[config.mk]
export PLATFORM = sky130hd
export DESIGN_NAME = seq_check_flat
export DESIGN_NICKNAME = d
export VERILOG_FILES = /design/src/rtl/genius_pkg.sv /design/src/rtl/seq_check_if.sv /design/src/rtl/seq_check_timer.sv /design/src/rtl/seq_check.sv /design/src/flat_wrapper.sv
export SDC_FILE = /design/constraint.sdc
export NUM_CORES = 1
export LEC_CHECK = 0
export BUFFER_PORTS_ARGS = -buffer_cell sky130_fd_sc_hd__buf_2
export CAP_MARGIN = 20
export CORE_MARGIN = 2
export CORE_UTILIZATION = 30
export DETAILED_ROUTE_END_ITERATION = 8
export GPL_TIMING_DRIVEN = 0
export PLACE_DENSITY = 0.58
export SYNTH_ARGS = -nofsm -noshare
export SYNTH_HDL_FRONTEND = slang
export SYNTH_SLANG_ARGS = --single-unit
[constraint.sdc]
create_clock -name clk -period 1.9 [get_ports clk]
set_input_delay 0.475 -clock clk [delete_from_list [all_inputs] [get_ports clk]]
set_output_delay 0.475 -clock clk [all_outputs]
set_load 0.02 [all_outputs]
[src/rtl/genius_pkg.sv]
// genius_pkg: shared definitions for the Genius game player-side logic.
//   COLOR_W / ADDR_W : widths of the one-hot colour bus and the sequence ROM address
//   state_t          : checker FSM states
//   FAIL_*           : fail_code values reported to the game controller
//   more_than_one    : true when a button vector has two or more bits set
package genius_pkg;

  localparam int COLOR_W = 4;
  localparam int ADDR_W  = 4;

  typedef enum logic [1:0] {
    IDLE         = 2'd0,
    ARM          = 2'd1,
    WAIT_PRESS   = 2'd2,
    WAIT_RELEASE = 2'd3
  } state_t;

  localparam logic [1:0] FAIL_NONE    = 2'b00;
  localparam logic [1:0] FAIL_WRONG   = 2'b01;
  localparam logic [1:0] FAIL_TIMEOUT = 2'b10;
  localparam logic [1:0] FAIL_MULTI   = 2'b11;

  // Clearing the lowest set bit leaves something only if another bit was set.
  function automatic logic more_than_one(input logic [COLOR_W-1:0] b);
    return (b & (b - COLOR_W'(1))) != '0;
  endfunction

endpackage

[src/rtl/seq_check_if.sv]
// seq_check_if: handshake between the player buttons, the sequence ROM and the game
// controller on one side (master) and the sequence checker (slave) on the other.
//   start, round_len   : round request from the controller
//   buttons            : debounced one-hot-ish player buttons
//   seq_addr/seq_color : sequence ROM address out, expected colour back (combinational)
//   busy, step_ok, round_pass, round_fail, fail_code : checker status
interface seq_check_if;
  import genius_pkg::*;

  logic               start;
  logic [ADDR_W-1:0]  round_len;
  logic [COLOR_W-1:0] buttons;
  logic [ADDR_W-1:0]  seq_addr;
  logic [COLOR_W-1:0] seq_color;
  logic               busy;
  logic               step_ok;
  logic               round_pass;
  logic               round_fail;
  logic [1:0]         fail_code;

  modport master (
    output start, round_len, buttons, seq_color,
    input  seq_addr, busy, step_ok, round_pass, round_fail, fail_code
  );

  modport slave (
    input  start, round_len, buttons, seq_color,
    output seq_addr, busy, step_ok, round_pass, round_fail, fail_code
  );

endinterface

[src/rtl/seq_check_timer.sv]
// step_timer: per-step idle counter for the sequence checker.
//   clk, rst  : clock, asynchronous active-high reset
//   i_clr     : synchronous clear (wins over i_en)
//   i_en      : count one cycle
//   o_expired : count has reached TIMEOUT_CYCLES-1
module step_timer #(
  parameter int TIMEOUT_CYCLES = 50_000_000,
  parameter int TMR_W          = $clog2(TIMEOUT_CYCLES)
) (
  input  logic clk,
  input  logic rst,
  input  logic i_clr,
  input  logic i_en,
  output logic o_expired
);

  localparam logic [TMR_W-1:0] LAST = TMR_W'(TIMEOUT_CYCLES - 1);

  logic [TMR_W-1:0] r_count;

  // Idle-cycle counter; the checker leaves the counting states once expired,
  // so the count never needs to saturate.
  always_ff @(posedge clk or posedge rst) begin
    if (rst) begin
      r_count <= '0;
    end else if (i_clr) begin
      r_count <= '0;
    end else if (i_en) begin
      r_count <= r_count + TMR_W'(1);
    end
  end

  assign o_expired = (r_count == LAST);

endmodule

[src/rtl/seq_check.sv]
// seq_check: walks the colour sequence ROM and compares each player press with
// the expected colour, reporting per-step success, round pass or round fail.
//   clk, rst : clock, asynchronous active-high reset
//   io_seq   : slave side of seq_check_if (start/round_len/buttons/seq_color in,
//              seq_addr/busy/step_ok/round_pass/round_fail/fail_code out)
module seq_check
  import genius_pkg::*;
#(
  parameter int TIMEOUT_CYCLES = 50_000_000,
  parameter int TMR_W          = $clog2(TIMEOUT_CYCLES)
) (
  input logic        clk,
  input logic        rst,
  seq_check_if.slave io_seq
);

  state_t             r_state;
  logic [COLOR_W-1:0] r_btn_q;
  logic [ADDR_W-1:0]  r_addr;
  logic [ADDR_W-1:0]  r_len;
  logic               r_busy;
  logic               r_step_ok;
  logic               r_pass;
  logic               r_fail;
  logic [1:0]         r_code;

  logic w_btn_idle;
  logic w_tmr_clr;
  logic w_tmr_en;
  logic w_expired;

  assign w_btn_idle = (r_btn_q == '0);
  // Clear on round start; also held clear while waiting for release, so the
  // next step starts counting from zero.
  assign w_tmr_clr  = ((r_state == IDLE) && io_seq.start) || (r_state == WAIT_RELEASE);
  // Only cycles with no button down count towards the step timeout.
  assign w_tmr_en   = ((r_state == ARM) || (r_state == WAIT_PRESS)) && w_btn_idle;

  step_timer #(
    .TIMEOUT_CYCLES (TIMEOUT_CYCLES),
    .TMR_W          (TMR_W)
  ) u_step_timer (
    .clk       (clk),
    .rst       (rst),
    .i_clr     (w_tmr_clr),
    .i_en      (w_tmr_en),
    .o_expired (w_expired)
  );

  // Single register stage on the buttons; the FSM only ever looks at r_btn_q.
  always_ff @(posedge clk or posedge rst) begin
    if (rst) begin
      r_btn_q <= '0;
    end else begin
      r_btn_q <= io_seq.buttons;
    end
  end

  // Checker FSM with registered status outputs.
  always_ff @(posedge clk or posedge rst) begin
    if (rst) begin
      r_state   <= IDLE;
      r_addr    <= '0;
      r_len     <= '0;
      r_busy    <= 1'b0;
      r_step_ok <= 1'b0;
      r_pass    <= 1'b0;
      r_fail    <= 1'b0;
      r_code    <= FAIL_NONE;
    end else begin
      r_step_ok <= 1'b0;
      r_pass    <= 1'b0;
      r_fail    <= 1'b0;
      case (r_state)
        IDLE: begin
          if (io_seq.start) begin
            r_addr  <= '0;
            r_code  <= FAIL_NONE;
            r_len   <= io_seq.round_len;
            r_busy  <= 1'b1;
            r_state <= ARM;
          end
        end
        ARM: begin
          // A button held over from before the round must be released first.
          if (w_btn_idle) begin
            r_state <= WAIT_PRESS;
          end
        end
        WAIT_PRESS: begin
          if (w_btn_idle) begin
            if (w_expired) begin
              r_fail  <= 1'b1;
              r_code  <= FAIL_TIMEOUT;
              r_busy  <= 1'b0;
              r_state <= IDLE;
            end
          end else if (more_than_one(r_btn_q)) begin
            r_fail  <= 1'b1;
            r_code  <= FAIL_MULTI;
            r_busy  <= 1'b0;
            r_state <= IDLE;
          end else if (r_btn_q == io_seq.seq_color) begin
            r_step_ok <= 1'b1;
            r_state   <= WAIT_RELEASE;
          end else begin
            r_fail  <= 1'b1;
            r_code  <= FAIL_WRONG;
            r_busy  <= 1'b0;
            r_state <= IDLE;
          end
        end
        WAIT_RELEASE: begin
          if (w_btn_idle) begin
            if (r_addr == r_len) begin
              r_pass  <= 1'b1;
              r_busy  <= 1'b0;
              r_state <= IDLE;
            end else begin
              r_addr  <= r_addr + ADDR_W'(1);
              r_state <= WAIT_PRESS;
            end
          end
        end
        default: begin
          r_busy  <= 1'b0;
          r_state <= IDLE;
        end
      endcase
    end
  end

  assign io_seq.seq_addr   = r_addr;
  assign io_seq.busy       = r_busy;
  assign io_seq.step_ok    = r_step_ok;
  assign io_seq.round_pass = r_pass;
  assign io_seq.round_fail = r_fail;
  assign io_seq.fail_code  = r_code;

endmodule
[src/flat_wrapper.sv]
// flat-port wrapper written by rule: the top's interface ports become plain ports
module seq_check_flat import genius_pkg::*;
#(
  parameter int TIMEOUT_CYCLES = 50_000_000,
  parameter int TMR_W          = $clog2(TIMEOUT_CYCLES)
)
  (clk, rst, io_seq_start, io_seq_round_len, io_seq_buttons, io_seq_seq_color, io_seq_seq_addr, io_seq_busy, io_seq_step_ok, io_seq_round_pass, io_seq_round_fail, io_seq_fail_code);
  seq_check_if io_seq_i ();
  input logic clk;
  input logic rst;
  input wire logic [$bits(io_seq_i.start)-1:0] io_seq_start;
  input wire logic [$bits(io_seq_i.round_len)-1:0] io_seq_round_len;
  input wire logic [$bits(io_seq_i.buttons)-1:0] io_seq_buttons;
  input wire logic [$bits(io_seq_i.seq_color)-1:0] io_seq_seq_color;
  output wire logic [$bits(io_seq_i.seq_addr)-1:0] io_seq_seq_addr;
  output wire logic [$bits(io_seq_i.busy)-1:0] io_seq_busy;
  output wire logic [$bits(io_seq_i.step_ok)-1:0] io_seq_step_ok;
  output wire logic [$bits(io_seq_i.round_pass)-1:0] io_seq_round_pass;
  output wire logic [$bits(io_seq_i.round_fail)-1:0] io_seq_round_fail;
  output wire logic [$bits(io_seq_i.fail_code)-1:0] io_seq_fail_code;
  assign io_seq_i.start = io_seq_start;
  assign io_seq_i.round_len = io_seq_round_len;
  assign io_seq_i.buttons = io_seq_buttons;
  assign io_seq_i.seq_color = io_seq_seq_color;
  assign io_seq_seq_addr = io_seq_i.seq_addr;
  assign io_seq_busy = io_seq_i.busy;
  assign io_seq_step_ok = io_seq_i.step_ok;
  assign io_seq_round_pass = io_seq_i.round_pass;
  assign io_seq_round_fail = io_seq_i.round_fail;
  assign io_seq_fail_code = io_seq_i.fail_code;
  seq_check #(.TIMEOUT_CYCLES(TIMEOUT_CYCLES), .TMR_W(TMR_W)) u_core (.clk(clk), .rst(rst), .io_seq(io_seq_i));
endmodule
==> results, run 1 <==
- Dividing total power by cell area gives a power density of 1040 mW/mm^2.
- The root buffer cell chosen for the clock tree is sky130_fd_sc_hd__clkbuf_8.
- The number of antenna violations at the first check in global routing is 0.
- The fraction of the cycle the final worst path needs is 107%.
- In the final routed layout, each cell accounts on average for 13.9 microns.
- After routing, the total negative slack on setup checks comes to -0.529 ns.
- The filler cells instantiated in the layout total 757.
- The critical path is of the reg -> reg type.
- The TritonCTS clock tree is built.
- The leading area contributor after synthesis is sky130_fd_sc_hd__dfrtp_1.
- The routing usage on met1 is between 15 and 20%.
- The floorplan step defined a die boundary enclosing ~0.009 sq mm.
- The global routing stage identified its most utilized layer as met2.
- The first routing iteration left 75 violations.
- By area the synthesized netlist is led by sky130_fd_sc_hd__dfrtp_1, sky130_fd_sc_hd__xnor2_1, sky130_fd_sc_hd__nor2_1, sky130_fd_sc_hd__ha_1, sky130_fd_sc_hd__nand2_1.
- The area of the multi-input gates is 0.00156 sq mm.
- The maximum frequency from static timing analysis is 494 MHz.
- Of all flip-flops after synthesis, the portion carrying an async set or reset was 100%.
- The number of buffers added on ports is 24.
- The area taken by flip-flops and latches is 0.00116 sq mm.
- Synthesis produced a netlist whose cell count is between 200 and 300.
- The via density per instance is between 4 and 5.
- The global-route met3 utilization is roughly 2.9%.
- Wires add up to 5880 microns.
- The type of destination of the critical path is a flop.
- The deepest clock path buffer count is 2.
- Across the run, the number of max-cap violations was 0.
- The floorplan step defined a core boundary enclosing about 0.008 sq mm.
- The post-synth design cell area is between 0.002 and 0.0025 sq mm.
- The primary flip-flop cell chosen by synthesis mapping is sky130_fd_sc_hd__dfrtp_1.
- The run finished, with violations left.
- In the post-synthesis netlist, the cell with the most instances is sky130_fd_sc_hd__dfrtp_1.
- The count of clock tree sinks is 46.
- The number of vias in the routed layout is about 2.1k.
- The post-layout net count is 340.
- The number of antenna cells inserted is 0.
- The area fraction of the dominant cell type after synthesis is a little under half.
- Clock tree synthesis inserted a total of 5 buffers.
- The highest net fanout along the worst path is 4.
- After layout, the design draws a total of 3.63 mW.
- From left edge to right edge, the die measures 94.9 microns.
- When the netlist entered floorplanning its net count stood at 275.
- The total placed cells including tap cells is 383.
- The clock latency of the later-clocked register in the worst-skew pair is 0.30 ns.
- The final reports fail on setup timing.
- The number of H-tree levels is 2.
- The count of non-filler cells in the finished layout is 424.
- The first-pass iteration count of the detailed router is 4.
- The DRC violations left is 0.
- The setup skew after layout is 0.0119 ns.
- Setup repair after global routing could not meet its margin everywhere.
- In the global route stage, overall resource usage came out at 12.9%.
- The die span in y is 94.9 microns.
- In this run the tightest slew margin relative to its limit is between 60% and 70%.
- STA classifies the critical path startpoint as a flop.
- At the pin with the least slew margin, the transition time is 0.510 ns.
- The number of synthesized register bits is between 40 and 50.
- After clock tree synthesis, the clock-pin slew on the worst setup and hold paths is roughly 0.080 ns.
- IR analysis of the VDD net gives a maximum drop of between 0.3 and 0.4 mV.
- The final-report max-slew violation count is 0.
- The number of endpoints with negative hold slack in the final report is 0.
- For this run, global-route usage on met2 was measured as 22.7%.
- The number of distinct library cell variants in the gate-level netlist after synthesis is 46.
- The via count of the first global-routing pass is 1986.
- Counting instances in the post-synthesis netlist gives the leading cell types as sky130_fd_sc_hd__dfrtp_1, sky130_fd_sc_hd__nor2_1, sky130_fd_sc_hd__xnor2_1.
- The required time reported for the critical path endpoint is around 2.1 ns.
- The count of warnings emitted by yosys is 0.
- Yosys mapped a number of flops with a built-in enable equal to 0.
- The proportion of layout cells with a drive suffix above 1 is between 30% and 40%.
- The minimum period implied by the final worst setup slack is ~2.0 ns.
- After synthesis, flip-flops and latches occupy 46.5% of the total area.
- After synthesis, the mean cell area works out to 9.79 sq um.
- The wire length of the first global-routing pass is 9230 microns.
- The data arrival at the endpoint of the critical path is 2.22 ns.
- The congestion estimate from routability-driven global placement came to 0.787.
- The total overflow left after global routing is 0.
- The pin count of the biggest net entering global routing is 36.
- The count of hold-fix buffers inserted at cts is 0.
- The layout overhead on the synthesized area is 40.8%.
- The total I/O pin count is 25.
- Setup slack on the critical path of the routed design comes to -0.125 ns.
- Prior to clock tree synthesis, the placed netlist has a worst setup slack of -0.285 ns.
- The residual antenna-violating net count after detailed routing is 0.
- For this configuration, the core starts out at a cell density of 30.6%.
- The count of final setup violators is 11.
- The floorplan has 33 rows.
- The half-perimeter wire length after placement is 3600 microns.
- In this run the static leakage power is 1.49 nW.
- The class of the most critical hold timing path is in -> async.
## logic make-up after synthesis
| group | share of synthesized area [%] |
|---|---|
| AND/OR/NAND/NOR | 23.7 |
| buffers and inverters | 2.78 |
| adder cells (fa/ha/maj) | 3.54 |
| flip-flops | 46.5 |
| XOR/XNOR | 11.0 |
| AO/OA/AOI/OAI | 9.05 |
| multiplexers | 3.49 |
## layout by cell type (no fill, tap or decap), drive strengths merged, types with 9 or more instances in the layout
master / instances
buf: 64
nand3: 9
xnor2: 26
dfrtp: 46
nor3: 10
o21ai: 10
nor2: 31
inv: 11
nand2: 20
nand4: 12
## worst paths after layout
path	cells past startpoint	start	end	slack (ns)
max in group asynchronous	3	rst	u_core.u_step_timer.r_count[2]	1.32
min	2	rst	u_core.r_len[1]	0.1
min reg2reg	2	u_core.io_seq.fail_code[0]	u_core.io_seq.fail_code[0]	0.52
min in group clk	1	io_seq_buttons[1]	u_core.r_btn_q[1]	0.28
max reg2reg	6	u_core.r_btn_q[3]	u_core.io_seq.seq_addr[3]	-0.13
max	6	u_core.r_btn_q[3]	u_core.io_seq.seq_addr[3]	-0.13
## registers in the layout (all words and copies together) (netlist names)
name / cells
u_core.io_seq.busy: 1
u_core.io_seq.fail_code: 2
u_core.io_seq.round_fail: 1
u_core.io_seq.round_pass: 1
u_core.io_seq.seq_addr: 4
u_core.io_seq.step_ok: 1
u_core.r_btn_q: 4
u_core.r_len: 4
u_core.r_state: 2
u_core.u_step_timer.r_count: 26
## routing by layer
layer / part of all wire (%) / wire length [microns]
met1: 44 / 2590
met5: 0 / 0
met4: 1.0 / 60
met2: 52 / 3040
met3: 3.3 / 192
## layout make-up
class,instances,area share (%)
Tap cell,105,3.77
Multi-Input combinational cell,189,44.7
Timing Repair Buffer,61,13.2
Buffer,4,0.897
Sequential cell,46,33.2
Clock buffer,7,2.19
Inverter,11,1.18
Clock inverter,1,0.861
## what timing repair did
| action | 4_1_cts | 5_1_grt |
|---|---|---|
| gates cloned | 0 | 0 |
| pin swaps | 3 | 30 |
| buffers inserted | 17 | 20 |
| setup endpoints to repair | 31 | 32 |
| gates resized for setup | 17 | 50 |
## metrics by stage
stage               hold slack (ns)  cell area, sq um  util (%)
floorplan                     0.501              2480         -
global placement              0.499              2730      33.8
detailed placement            0.433              2750      34.0
CTS                          0.0991              3060      37.9
global route                  0.106              3490      43.1
finish                       0.0968              3490      43.1
## power by group
| part | leakage, nW | internal (mW) | switching [mW] | total (mW) |
|---|---|---|---|---|
| combinational | 0.834 | 0.717 | 0.945 | 1.66 |
| clock | 0.0524 | 0.394 | 0.327 | 0.721 |
| sequential | 0.606 | 1.13 | 0.123 | 1.25 |
| total | 1.49 | 2.24 | 1.39 | 3.63 |
## critical path, cell delays in order, from the launching register on
cell,delay (ns)
sky130_fd_sc_hd__dfrtp_2,0.42
sky130_fd_sc_hd__or4_4,0.55
sky130_fd_sc_hd__buf_12,0.16
sky130_fd_sc_hd__a41oi_4,0.17
sky130_fd_sc_hd__nand4_1,0.14
sky130_fd_sc_hd__mux2_4,0.31
sky130_fd_sc_hd__a22o_1,0.17
No activity file was read; power rests on OpenSTA's default activity.
==> run 2, diff against run 1 <==
MAX_ROUTING_LAYER = met4   (was not set)
==> run 2 against run 1 <==
Effect of this change: the flow still finishes with violations (setup timing); power grew 0.17%; first-iteration DRC count shrank 15%; worst hold slack lost 0.0024 ns; cell area is the same; worst setup slack lost 0.00068 ns; sequential cell count is the same; global-route usage grew 0.32 points; largest power group unchanged.
==> results, run 2 (synthesized netlist as in run 1, its figures left out) <==
- The run finished, with violations left.
- The checks that failed: setup timing.
- Counting the fill cells in the layout gives approximately 760.
- The number of rows created at floorplan is 33.
- The number of H-tree levels is 2.
- The remaining global-route overflow is 0.
- The category of the worst setup path launch point is a flop.
- The number of buffers added on ports is 24.
- The die is approximately 95 microns tall.
- At the worst endpoint, the arrival time is 2.23 ns.
- The first global-routing pass estimated approximately 9200 microns of wire.
- The layout overhead on the synthesized area is 40.8%.
- The worst register-to-register path has a depth of 6.
- The count of hold-fix buffers inserted at cts is 0.
- The deepest clock path buffer count is 2.
- The clock network fraction of design power is 19.9%.
- The root buffer cell chosen for the clock tree is sky130_fd_sc_hd__clkbuf_8.
- u_core.u_step_timer.r_count holds more flip-flops than any other register.
- The max-cap violation count is 0.
- The overall fraction of global-route tracks in use is 13.3%.
- Of the available clock period, the critical path in the final layout requires 107%.
- The leakage power figure is ~1.5 nW.
- The setup skew after layout is between 0.01 and 0.015 ns.
- The half-perimeter wire length after placement is 3600 microns.
- The number of antenna violations at the first check in global routing is 0.
- For the worst setup path, the data required time is 2.10 ns.
- The register with the most flip-flops in the layout has 26 of them.
- In this run the worst setup path begins at u_core.r_btn_q[3].
- Leaving out fill and tap cells, the most frequent cell in the layout is sky130_fd_sc_hd__dfrtp_1.
- The detailed router finished its first iteration with 64 violations.
- The TritonCTS clock tree is built.
- The highest net fanout along the worst path is 4.
- The proportion of layout cells with a drive suffix above 1 is around 37%.
- The total area inside the core boundary comes to 0.00809 sq mm.
- The die covers between 0.008 and 0.009 sq mm.
- 25 I/O pins were placed.
- The final weighted congestion in routability-driven placement is 0.798.
- In this run, CTS created clock tree buffers numbering 5.
- For the finished layout, the period the worst path requires is about 2.0 ns.
- The number of buffers and inverters on the critical path is 1.
- Walking the worst path, the cells encountered are or4_4 -> buf_12 -> a41oi_4 -> nand4_1 -> mux2_4 -> a22o_1.
- The internal cell power is 2.24 mW.
- The worst register-to-register path begins at u_core.r_btn_q[3].
- Static timing analysis puts the maximum clock frequency at 494 MHz.
- The share of power burned in registers is 34.3%.
- In the post-route analysis, the smallest setup slack over all paths is -0.126 ns.
- The number of endpoints with negative hold slack in the final report is 0.
- CTS saw 46 sinks.
- The slew at the pin with the worst max-slew slack is 0.510 ns.
- The routed length per instance is 13.9 microns.
- The library cells used most frequently in the layout, excluding fill and tap cells, are sky130_fd_sc_hd__dfrtp_1, sky130_fd_sc_hd__buf_4, sky130_fd_sc_hd__nor2_1.
- For the final routed database, the setup TNS stands at -0.516 ns.
- The post-layout net count is 340.
- After detailed placement, the design holds a cell count of around 380.
- The kind of cell adding the most delay to the critical path is simple AND/OR/NAND/NOR gates.
- The worst ir drop on vdd is 0.373 mV.
- After detailed routing, the number of remaining DRC violations is 0.
- The type of destination of the critical path is a flop.
- The type of the setup path with the least slack is reg -> reg.
- The final-report max-slew violation count was 0.
- For this design, the slowest cell found on the critical path is sky130_fd_sc_hd__or4_4.
- Wires add up to 5870 microns.
- The clock latency of the later-clocked register in the worst-skew pair is 0.31 ns.
- The residual antenna-violating net count after detailed routing is 0.
- The critical register-to-register path endpoint is u_core.io_seq.seq_addr[3].
- Entering global routing, the biggest net connects 36 pins.
- Net switching is 38.5% of the power.
- After clock tree synthesis, the clock-pin slew on the worst setup and hold paths is 0.08 ns.
- For flop-to-flop paths, the worst setup slack is -0.13 ns.
- The delay of the slowest cell on the worst path is 0.55 ns.
- The via count of the first global-routing pass is 1980.
- Setup violations remaining at the end of the flow were counted as 11.
- After the flow finishes, the layout carries non-filler instances totaling 424.
- The final route contains 2092 vias.
- Setup repair after global routing could not meet its margin everywhere.
- Headroom to the max-slew limit came out at 65.6%.
- The part of the power in combinational logic is around 46%.
- The width of the chip is 94.9 microns.
- In this run the worst hold path is classified as in -> async.
- The power dissipated by switching net loads is 1.40 mW.
- For this configuration, the core starts out at a cell density of 30.6%.
- The pre-antenna-repair detailed-routing pass consisted of 4 iterations.
- The number of antenna cells inserted is 0.
- The via density per instance is 4.93.
- The power density relative to cell area is 1040 mW/mm^2.
## run 2: cell counts in the layout (fill, tap and decap cells not counted)
Identical to the previous run, type by type.
## run 2: final cells by class
type                            instances  area (sq um)  area share (%)
Multi-Input combinational cell        189          1560            44.7
Sequential cell                        46          1160            33.2
Timing Repair Buffer                   61           459            13.2
Tap cell                              105           131            3.77
Clock buffer                            7          76.3            2.19
Inverter                               11          41.3            1.18
Buffer                                  4          31.3           0.897
Clock inverter                          1          30.0           0.861
## run 2: power by group through the flow
stage / combinational [mW] / sequential, mW / clock [mW]
CTS: 1.34 / 1.24 / 0.743
floorplan: 0.809 / 1.33 / 0
finish: 1.66 / 1.25 / 0.725
global route: 1.81 / 1.27 / 0.784
detailed placement: 1.17 / 1.29 / 0
global placement: 1.14 / 1.28 / 0
## run 2: per-stage QoR
stage / total power [mW] / hold WS, ns / worst slack (ns) / cell area [sq um] / utilization, %
2_1_floorplan: 2.14 / 0.501 / -0.0911 / 2480 / -
3_3_place_gp: 2.43 / 0.499 / -0.318 / 2730 / 33.8
3_5_place_dp: 2.46 / 0.433 / -0.285 / 2750 / 34.0
4_1_cts: 3.32 / 0.0991 / -0.149 / 3060 / 37.9
5_1_grt: 3.87 / 0.108 / -0.148 / 3490 / 43.1
6_report: 3.64 / 0.0945 / -0.126 / 3490 / 43.1
## run 2: layer usage
layer	track usage, %	vias to the layer above	wire length [microns]	share of wire (%)
met3	2.63	6	224	3.8
li1	-	1030	-	-
met5	-	-	0	0
met4	3.99	0	61	1.0
met1	15.8	1018	2540	43
met2	22.7	38	3050	52
## run 2: worst max-delay path by stage
stage / endpoint / slack (ns) / cells past startpoint
3_3_place_gp: u_core.u_step_timer.r_count[5] / -0.32 / 2
6_report: u_core.io_seq.seq_addr[3] / -0.13 / 6
5_1_grt: u_core.io_seq.seq_addr[3] / -0.15 / 6
3_5_place_dp: u_core.u_step_timer.r_count[24] / -0.28 / 9
4_1_cts: u_core.u_step_timer.r_count[8] / -0.15 / 4
2_1_floorplan: u_core.io_seq.seq_addr[3] / -0.09 / 5
## run 2: what timing repair did
action	in CTS	in global routing
pin swaps	3	30
setup buffers	17	20
setup endpoints to repair	31	32
gates resized for setup	17	50
==> run 3, diff against run 2 <==
CORE_MARGIN = not set   (was 2)
HOLD_SLACK_MARGIN = 0.06   (was not set)
clock period = 1.65 ns   (was 1.9 ns; I/O delays follow)
==> run 3 against run 2 <==
Effect of this change: the run still ends with setup timing left; via count increased by 2.1%; first-iteration DRC count grew 38%; largest power group unchanged; clock-buffer cell count decreased by 1; register-to-register slack worse by 0.30 ns; non-clock buffer count rose by 7; clock power fell by 5.0%; sequential cell count unchanged; die area decreased by 4.2%; worst setup slack lost 0.30 ns; global-route usage rose by 1.9 points.
==> results, run 3 (synthesized netlist as in run 1, its figures left out) <==
- OpenSTA, run right after detailed placement, puts the worst setup slack at -0.495 ns.
- The initial utilization of the core area, before any placement, comes to 31.6%.
- Setup repair after global routing could not meet its margin everywhere.
- For this run, design rule violations remaining after detail routing come to 0.
- The first-pass iteration count of the detailed router is 4.
- After clock tree synthesis, the clock-pin slew on the worst setup and hold paths is 0.09 ns.
- The register with the most flip-flops in the final layout is u_core.u_step_timer.r_count.
- The total I/O pin count is 25.
- The routed wire length on met2 is 3170 microns.
- The class of the most critical hold timing path is in -> reg.
- The clock net in this run drives a total of 46 sinks.
- For this design the ratio of total power to cell area is between 1000 and 1500 mW/mm^2.
- The slowest stage cell on the critical path is sky130_fd_sc_hd__or4_4.
- Combinational cells account for 47.4% of the total power.
- Counting along the longest clock path gives a buffer depth of 2.
- The type of the setup path with the least slack is reg -> reg.
- The run finished, with violations left.
- For this run, the slowest stage of the critical path takes roughly 0.59 ns.
- The library cells used most frequently in the layout, excluding fill and tap cells, are sky130_fd_sc_hd__dfrtp_1, sky130_fd_sc_hd__nor2_1, sky130_fd_sc_hd__buf_4.
- In this run the power spent charging and discharging nets is 1.63 mW.
- The total of fill cells in the finished design is 746.
- In the post-route analysis, the smallest setup slack over all paths is -0.423 ns.
- The area of the core region is 0.00785 sq mm.
- The smallest clock period supported by the final layout is computed as 2.07 ns.
- Of the cells placed in the final design, the portion with a size suffix greater than 1 is 41.1%.
- The number of H-tree levels is 2.
- The worst register-to-register path begins at u_core.r_btn_q[2].
- The clock latency of the later-clocked register in the worst-skew pair is 0.30 ns.
- Entering global routing, the biggest net connects 38 pins.
- Row generation in the floorplan step produced 32 rows.
- The maximum frequency from static timing analysis is 482 MHz.
- The number of endpoints with negative hold slack in the final report is 0.
- The register with the most flip-flops in the layout has 26 of them.
- The first global-routing pass estimated 10300 microns of wire.
- The setup skew after layout is 0.0133 ns.
- The worst ir drop on vdd is 0.495 mV.
- The tool flagged a number of max-cap violations equal to 0.
- The critical path goes through or4_4 -> buf_6 -> a41oi_4 -> nand4_1 -> mux2_4 -> a22o_1.
- For the worst setup path, the data required time is 1.85 ns.
- For this block, wires on met1 add up to 2560 microns.
- The number of antenna cells inserted is 0.
- The number of antenna violations at the first check in global routing is 0.
- The launch point of the worst path is u_core.r_btn_q[2].
- Of the available clock period, the critical path in the final layout requires 126%.
- The final reports fail on setup timing.
- The final-report max-slew violation count is 0.
- The cell family contributing the most delay on the critical path is simple AND/OR/NAND/NOR gates.
- The post-layout net count is 347.
- After detailed routing, the average wire length per cell comes to 14.1 microns.
- The TritonCTS clock tree is built.
- The worst setup path is launched from a flop.
- The via count of the first global-routing pass came to 2224.
- Data arrives at the worst endpoint at about 2.3 ns.
- The detail route stage leaves a number of antenna-violating nets equal to 0.
- Setup violations remaining at the end of the flow were counted as 36.
- Summed over all cells, the static leakage comes to approximately 1.6 nW.
- The floorplan step set the die width to 92.9 microns.
- Summing all multi-input logic gate instances after layout gives between 0.0015 and 0.002 sq mm.
- The startpoint of the most critical hold path is io_seq_buttons[1].
- STA classifies the critical path endpoint as a flop.
- The clock network fraction of design power is ~17%.
- The die is 92.9 microns tall.
- The number of clock buffers added by TritonCTS is 5.
- For this run the aggregate overflow at the end of global routing stands at 0.
- Total power for the finished layout comes to 4.05 mW.
- The number of vias in the routed layout is 2135.
- Registers take between 0.001 and 0.0015 sq mm.
- In this run the worst path has a maximum fanout of 4.
- The fraction of power spent switching nets is 40.3%.
- The number of buffers and inverters on the critical path is 1.
- The library cell used most frequently in the layout, excluding fill and tap cells, is sky130_fd_sc_hd__dfrtp_1.
- The highest metal layer used by the detailed router is met4.
- The DRC violation total after the first TritonRoute iteration is between 80 and 90.
- Wires add up to 6020 microns.
- The die outline area is 0.00862 sq mm.
- Compared with the post-synthesis result, the final layout area differs by 44.3%.
- The internal cell power is roughly 2.4 mW.
- After detailed routing, the number of vias per cell comes to around 5.
- The tree is rooted in a sky130_fd_sc_hd__clkbuf_8.
- At the end of routability-driven placement, the weighted congestion stood at 0.781.
- The number of buffers added on ports is 24.
- The overall fraction of global-route tracks in use is 15.2%.
- Detailed placement finished with a half-perimeter wire length of 3690 microns.
- In this run the tightest slew margin relative to its limit is 69.4%.
- Sequential cells burn 35.6% of the power.
- The met3 routed wirelength is about 170 microns.
- The slew at the pin with the worst max-slew slack is 0.454 ns.
==> run 3: area by class of cell <==
type	instances	area share, %
Multi-Input combinational cell	189	44.9
Sequential cell	46	32.4
Timing Repair Buffer	67	14.4
Tap cell	102	3.57
Clock buffer	6	2.03
Inverter	11	1.16
Buffer	5	1.12
Clock inverter	2	0.385
==> run 3: worst paths after layout <==
kind                                              to  slack, ns  cells after the start
hold / removal                     u_core.r_btn_q[1]       0.21                      1
hold reg to reg                      u_core.r_len[1]       0.53                      1
setup reg to reg           u_core.io_seq.seq_addr[3]      -0.42                      6
min in group asynchronous  u_core.io_seq.seq_addr[3]       0.57                      3
setup / recovery           u_core.io_seq.seq_addr[3]      -0.42                      6
max in group asynchronous          u_core.r_state[0]       0.60                      4
==> run 3: metal layers <==
metal  up-vias  global-route usage [%]
met5         -                       -
li1       1042                       -
met4         0                    4.10
met2        29                    27.3
met3        13                    2.63
met1      1051                    17.2
==> run 3: power groups by stage <==
| stage | logic [mW] | registers, mW | clock network, mW |
|---|---|---|---|
| after floorplan | 1.06 | 1.54 | 0 |
| after global placement | 1.44 | 1.48 | 0 |
| after detailed placement | 1.48 | 1.49 | 0 |
| after CTS | 1.88 | 1.44 | 0.704 |
| after global routing | 2.10 | 1.47 | 0.764 |
| final | 1.92 | 1.44 | 0.689 |
==> run 3: what timing repair did <==
item                                    in CTS  in global routing
hold buffers                                 1                  0
gates cloned                                 0                  0
gates resized for setup                     51                 18
hold endpoints to repair                     9                  0
pin swaps                                   29                 17
setup buffers                               40                  1
endpoints found under the setup margin      36                 37
==> run 3: through the flow <==
step                cells  util, %  setup TNS [ns]  hold slack (ns)  cell area (sq um)
finish                428     45.5           -7.09            0.212               3570
global route          428     45.5          -10.31            0.197               3570
CTS                   427     44.3           -6.73            0.209               3480
detailed placement    380     36.4          -11.64            0.358               2850
global placement      379     36.1          -34.48            0.499               2830
floorplan             253        -           -2.95            0.444               2580
